`config.mk`:
```
export PLATFORM = sky130hd
export DESIGN_NAME = keypad_debounce_encoder_flat
export DESIGN_NICKNAME = d
export VERILOG_FILES = /design/src/rtl/calc_pkg.sv /design/src/rtl/keypad_debounce_encoder_if.sv /design/src/rtl/keypad_encoder.sv /design/src/rtl/keypad_debounce_encoder.sv /design/src/flat_wrapper.sv
export SDC_FILE = /design/constraint.sdc
export NUM_CORES = 1
export LEC_CHECK = 0
export ABC_AREA = 1
export BUFFER_PORTS_ARGS = -buffer_cell sky130_fd_sc_hd__buf_2
export CAP_MARGIN = 10
export CORE_MARGIN = 4
export CORE_UTILIZATION = 25
export DETAILED_ROUTE_END_ITERATION = 16
export PLACE_DENSITY_LB_ADDON = 0.12
export RECOVER_POWER = 25
export SYNTH_ARGS = -nofsm -noshare
export SYNTH_HDL_FRONTEND = slang
export SYNTH_SLANG_ARGS = --single-unit
```
`constraint.sdc`:
```
create_clock -name clk -period 5.7 [get_ports clk]
set_clock_uncertainty 0.1 [all_clocks]
set_input_delay 1.14 -clock clk [delete_from_list [all_inputs] [get_ports clk]]
set_output_delay 1.14 -clock clk [all_outputs]
set_load 0.01 [all_outputs]
```
`src/rtl/calc_pkg.sv`:
```
// Shared types and constants for the keypad debounce/encoder block.
package calc_pkg;

  localparam int DIGIT_W = 4;
  localparam int KEY_N   = 10;
  localparam int CNT_W   = 16;

  typedef enum logic [1:0] {
    IDLE       = 2'd0,
    DB_PRESS   = 2'd1,
    HELD       = 2'd2,
    DB_RELEASE = 2'd3
  } state_t;

  function automatic logic [CNT_W-1:0] sat_inc(input logic [CNT_W-1:0] v);
    return (v == {CNT_W{1'b1}}) ? v : v + {{(CNT_W-1){1'b0}}, 1'b1};
  endfunction

endpackage

```
`src/rtl/keypad_debounce_encoder_if.sv`:
```
// Keypad-side bundle: raw active-low keys in, decoded digit and status pulses out.
interface keypad_debounce_encoder_if;
  import calc_pkg::*;

  logic [KEY_N-1:0]   A;
  logic [DIGIT_W-1:0] DIGIT;
  logic               KEY_VALID;
  logic               KEY_HELD;
  logic               MULTI_ERR;

  modport master (
    output A,
    input  DIGIT, KEY_VALID, KEY_HELD, MULTI_ERR
  );

  modport slave (
    input  A,
    output DIGIT, KEY_VALID, KEY_HELD, MULTI_ERR
  );

endinterface

```
`src/rtl/keypad_encoder.sv`:
```
// Maps an active-high key vector to the index of its lowest set key and flags a single-key press.
module keypad_encoder
  import calc_pkg::*;
(
  input  logic [KEY_N-1:0]   keys,
  output logic [DIGIT_W-1:0] index,
  output logic               one_hot
);

  // Scan from the top so the lowest pressed key wins.
  always_comb begin
    index = '0;
    for (int i = KEY_N - 1; i >= 0; i--) begin
      if (keys[i]) index = DIGIT_W'(i);
    end
  end

  assign one_hot = (keys != '0) && ((keys & (keys - KEY_N'(1))) == '0);

endmodule

```
`src/rtl/keypad_debounce_encoder.sv`:
```
// Synchronizes a raw keypad, debounces press/release and reports the accepted digit.
module keypad_debounce_encoder
  import calc_pkg::*;
#(
  parameter int DB_CYCLES = 16
) (
  input  logic                      clk,
  input  logic                      rst_n,
  keypad_debounce_encoder_if.slave  kp
);

  localparam logic [CNT_W-1:0] CNT_LAST = CNT_W'(DB_CYCLES - 1);

  logic [KEY_N-1:0]   sync1, sync2;
  logic [KEY_N-1:0]   k;
  logic [KEY_N-1:0]   snap, snap_nxt;
  logic [CNT_W-1:0]   cnt, cnt_nxt;
  state_t             state, state_nxt;

  logic [DIGIT_W-1:0] enc_index;
  logic               enc_one_hot;
  logic               press_done;

  logic [DIGIT_W-1:0] digit_q, digit_nxt;
  logic               valid_q, valid_nxt;
  logic               held_q, held_nxt;
  logic               err_q, err_nxt;

  // Synchronizer resets to all-ones so a key held through reset is seen as a fresh press.
  always_ff @(posedge clk or negedge rst_n) begin
    if (!rst_n) begin
      sync1 <= '1;
      sync2 <= '1;
    end else begin
      sync1 <= kp.A;
      sync2 <= sync1;
    end
  end

  assign k = ~sync2;

  keypad_encoder u_encoder (
    .keys    (k),
    .index   (enc_index),
    .one_hot (enc_one_hot)
  );

  // Press is accepted on the cycle the counter has already seen DB_CYCLES-1 stable cycles.
  assign press_done = (state == DB_PRESS) && (k != '0) && (k == snap) && (cnt >= CNT_LAST);

  always_ff @(posedge clk or negedge rst_n) begin
    if (!rst_n) begin
      state <= IDLE;
      cnt   <= '0;
      snap  <= '0;
    end else begin
      state <= state_nxt;
      cnt   <= cnt_nxt;
      snap  <= snap_nxt;
    end
  end

  always_comb begin
    state_nxt = state;
    cnt_nxt   = cnt;
    snap_nxt  = snap;
    case (state)
      IDLE: begin
        if (k != '0) begin
          state_nxt = DB_PRESS;
          snap_nxt  = k;
          cnt_nxt   = '0;
        end
      end
      DB_PRESS: begin
        if (k == '0) begin
          state_nxt = IDLE;
          cnt_nxt   = '0;
        end else if (k != snap) begin
          snap_nxt = k;
          cnt_nxt  = '0;
        end else if (press_done) begin
          state_nxt = HELD;
        end else begin
          cnt_nxt = sat_inc(cnt);
        end
      end
      HELD: begin
        // Roll-over and added keys are ignored until every key is up.
        if (k == '0) begin
          state_nxt = DB_RELEASE;
          cnt_nxt   = '0;
        end
      end
      DB_RELEASE: begin
        if (k != '0) begin
          cnt_nxt = '0;
        end else if (cnt >= CNT_LAST) begin
          state_nxt = IDLE;
        end else begin
          cnt_nxt = sat_inc(cnt);
        end
      end
      default: begin
        state_nxt = IDLE;
        cnt_nxt   = '0;
        snap_nxt  = '0;
      end
    endcase
  end

  always_comb begin
    valid_nxt = press_done && enc_one_hot;
    err_nxt   = press_done && !enc_one_hot;
    digit_nxt = valid_nxt ? enc_index : digit_q;
    held_nxt  = (state_nxt == HELD) || (state_nxt == DB_RELEASE);
  end

  always_ff @(posedge clk or negedge rst_n) begin
    if (!rst_n) begin
      digit_q <= '0;
      valid_q <= 1'b0;
      held_q  <= 1'b0;
      err_q   <= 1'b0;
    end else begin
      digit_q <= digit_nxt;
      valid_q <= valid_nxt;
      held_q  <= held_nxt;
      err_q   <= err_nxt;
    end
  end

  assign kp.DIGIT     = digit_q;
  assign kp.KEY_VALID = valid_q;
  assign kp.KEY_HELD  = held_q;
  assign kp.MULTI_ERR = err_q;

endmodule

```
`src/flat_wrapper.sv`:
```
// flat-port wrapper written by rule: the top's interface ports become plain ports
module keypad_debounce_encoder_flat import calc_pkg::*;
#(
  parameter int DB_CYCLES = 16
)
  (clk, rst_n, kp_A, kp_DIGIT, kp_KEY_VALID, kp_KEY_HELD, kp_MULTI_ERR);
  keypad_debounce_encoder_if kp_i ();
  input  logic clk;
  input  logic rst_n;
  input wire logic [$bits(kp_i.A)-1:0] kp_A;
  output wire logic [$bits(kp_i.DIGIT)-1:0] kp_DIGIT;
  output wire logic [$bits(kp_i.KEY_VALID)-1:0] kp_KEY_VALID;
  output wire logic [$bits(kp_i.KEY_HELD)-1:0] kp_KEY_HELD;
  output wire logic [$bits(kp_i.MULTI_ERR)-1:0] kp_MULTI_ERR;
  assign kp_i.A = kp_A;
  assign kp_DIGIT = kp_i.DIGIT;
  assign kp_KEY_VALID = kp_i.KEY_VALID;
  assign kp_KEY_HELD = kp_i.KEY_HELD;
  assign kp_MULTI_ERR = kp_i.MULTI_ERR;
  keypad_debounce_encoder #(.DB_CYCLES(DB_CYCLES)) u_core (.clk(clk), .rst_n(rst_n), .kp(kp_i));
endmodule
```
==> results.md <==
- Status: complete, no violations
- Reg clk slew, reported paths: 100 ps
- First-pass GRT wire length: 8.82 mm
- Gr usage total: 0.0865
- RSZ-0062 raised after global routing: no
- Worst-Skew Late Latency: 310 ps
- Crit path max fanout: 16
- Synthesized area per cell: 8.55 um^2
- WP data required: 5810 ps
- Yosys Warn Count: 0
- Setup Buffers After CTS: 0
- Final ANT Viol Nets: 0
- Mapped cell area: 2620 um^2
- Die Height: 110 um
- DRT iter0 DRCs: 66
- Critical Path AT: 2230 ps
- Final Setup Violations: 0
- Placement Rows: 37
- Die width: 110 um
- CTS Buf Count: 5
- Most frequent cells in the layout: 84 x nand2_1, 42 x inv_1, 37 x nor2_1
- Seq/Total Area, Yosys: 0.534
- M2 GR Usage: 0.135
- Port bufs: 18
- Hold_buf cts: 0
- Worst slew pin tran: 681 ps
- Starting Density: 0.255
- Routability-driven placement congestion ratio: 0.818
- Die Footprint: 12200 um^2
- Post-synthesis cell type count: 31
- CP Launch Type: flip-flop
- Slew Limit Fails: 0
- Met3 usage: 0.0159
- Vias: 1834
- Placed Cells: 459
- DRT Pass-1 Iters: 4
- Period minus WS final: 2120 ps
- Net Count, Synth: 320
- Fmax: 471 MHz
- Share of layout cells above drive strength 1: 0.230
- VDD IR max: 105 uV
- Cell family with most CP delay: simple AND/OR/NAND/NOR gates
- Cell count after synthesis: 307
- DR vias/cell: 3.93
- Hold Crit Class: flip-flop to flip-flop
- ANT cells: 0
- CP dominant cell by count: nand2_1
- CTS tree: built
- CTS root buffer: clkbuf_8
- Final worst-path cycle share: 0.372
- Vias in the first global route: 1891
- Buf+Inv Stages, Crit Path: 2
- Pleak: 0.00145 uW
- WS Path Type: flip-flop to flip-flop
- Hold violation count in the final report: 0
- Number of synthesized register bits: 55
- Met1 Usage GRT: 0.121
- Core area: 10300 um^2
- Commonest non-fill, non-tap cell in the layout: nand2_1
- CTS Buffer Depth: 2
- Max-cap check violation count: 0
- Post-cts repair resize count: 0
- Initial antenna violation count: 0
- Global routing's busiest layer: met2
- DRT Wirelength: 5.07 mm
- Setup TNS: 0 ps
- Final std cells w/o fill: 467
- Critical path's slowest cell: dfrtp_1
- H-tree depth: 2
- # nets final: 343
- P&R area growth vs syn: 13.4%
- Largest net degree at the start of global routing: 56
- CP peak stage delay: 420 ps
- CTS Sinks: 55
- Slew headroom: 0.546
- # IOs: 19
- CP Cell Sequence: ha_1 > nand2_1 > nor2_1 > nor2_1 > nand2_1 > nand4_1 > nand2_2 > inv_4 > nand2_1 > nand2_1 > inv_1
- DP HPWL: 3.73 mm
- Critical Path End Type: flip-flop
- # DRC: 0
- Pwr dens: 347 nW/um^2
- Wire length per cell: 10.9 um
- GRT Residual Overflow: 0
cell type report:
type                       instances  area [um^2]
multi-input combinational        201         1010
clock buffer                       6         93.8
sequential                        55         1400
inverter                          48          188
tap                              136          170
clock inverter                     2         17.5
timing repair buffer              19         97.6
fill                            1124         7300
registers in the layout, indices dropped and copies added (netlist names):
register / count
u_core.kp.KEY_VALID: 1
u_core.sync2: 10
u_core.sync1: 10
u_core.state: 2
u_core.kp.DIGIT: 4
u_core.snap: 10
u_core.cnt: 16
u_core.kp.KEY_HELD: 1
u_core.kp.MULTI_ERR: 1
worst reg2reg max path: cells and delay by family, from the launching register on:
family	cells	cell delay (ps)
adder cells (fa/ha/maj)	1	220
AND/OR/NAND/NOR	8	980
flip-flops	1	420
buffers and inverters	2	320
stage by stage:
stage	total power (uW)	cell area [um^2]	utilization	setup slack [ps]	hold slack [ps]
after floorplan	728	2620	-	3920	245
after global placement	791	2860	0.279	3630	246
after detailed placement	791	2860	0.279	3570	247
after CTS	1050	2970	0.289	3550	263
after global routing	1110	2970	0.289	3320	265
final	1030	2970	0.289	3580	261
kinds of logic after synthesis:
kind of cell,synth area share
simple gates,0.321
flops,0.534
buf+inv,0.0825
compound gates,0.0505
xor+xnor,0.00668
fa+ha+maj,0.00477
cells in the mapped netlist (all sizes together):
| master | instances | area, um^2 |
|---|---|---|
| a21boi | 1 | 7.51 |
| a21oi | 2 | 10.0 |
| a22oi | 1 | 7.51 |
| a31oi | 2 | 12.5 |
| buf | 2 | 25.0 |
| clkbuf | 1 | 3.75 |
| clkinv | 1 | 8.76 |
| dfrtp | 35 | 876 |
| dfstp | 20 | 526 |
| ha | 1 | 12.5 |
| inv | 47 | 179 |
| nand2 | 88 | 345 |
| nand2b | 1 | 6.26 |
| nand3 | 20 | 118 |
| nand3b | 1 | 7.51 |
| nand4 | 5 | 31.3 |
| nor2 | 53 | 309 |
| nor3 | 4 | 20.0 |
| o21ai | 19 | 95.1 |
| or2 | 1 | 6.26 |
| xor2 | 2 | 17.5 |
final timing paths:
check / startpoint / to / slack, ps / cells after the start
max: u_core.cnt[0]$_DFFE_PN0P_ / u_core.cnt[1]$_DFFE_PN0P_ / 3580 / 11
min: u_core.sync1[0]$_DFF_PN1_ / u_core.sync2[0]$_DFF_PN1_ / 260 / 0
max reg2reg: u_core.cnt[0]$_DFFE_PN0P_ / u_core.cnt[1]$_DFFE_PN0P_ / 3580 / 11
min reg2reg: u_core.sync1[0]$_DFF_PN1_ / u_core.sync2[0]$_DFF_PN1_ / 260 / 0
max in group asynchronous: rst_n / u_core.kp.MULTI_ERR$_DFF_PN0_ / 4200 / 2
min in group asynchronous: rst_n / u_core.cnt[8]$_DFFE_PN0P_ / 830 / 2
metal layers:
layer	vias to the layer above	routed length, um
met5	-	0
met4	0	59
met3	4	148
met2	25	2190
met1	817	2670
li1	988	-
report_power, final:
group	internal [uW]	switching [uW]
clock	116	138
sequential	455	54.2
combinational	87.8	180
No activity file was read; power rests on OpenSTA's default activity.
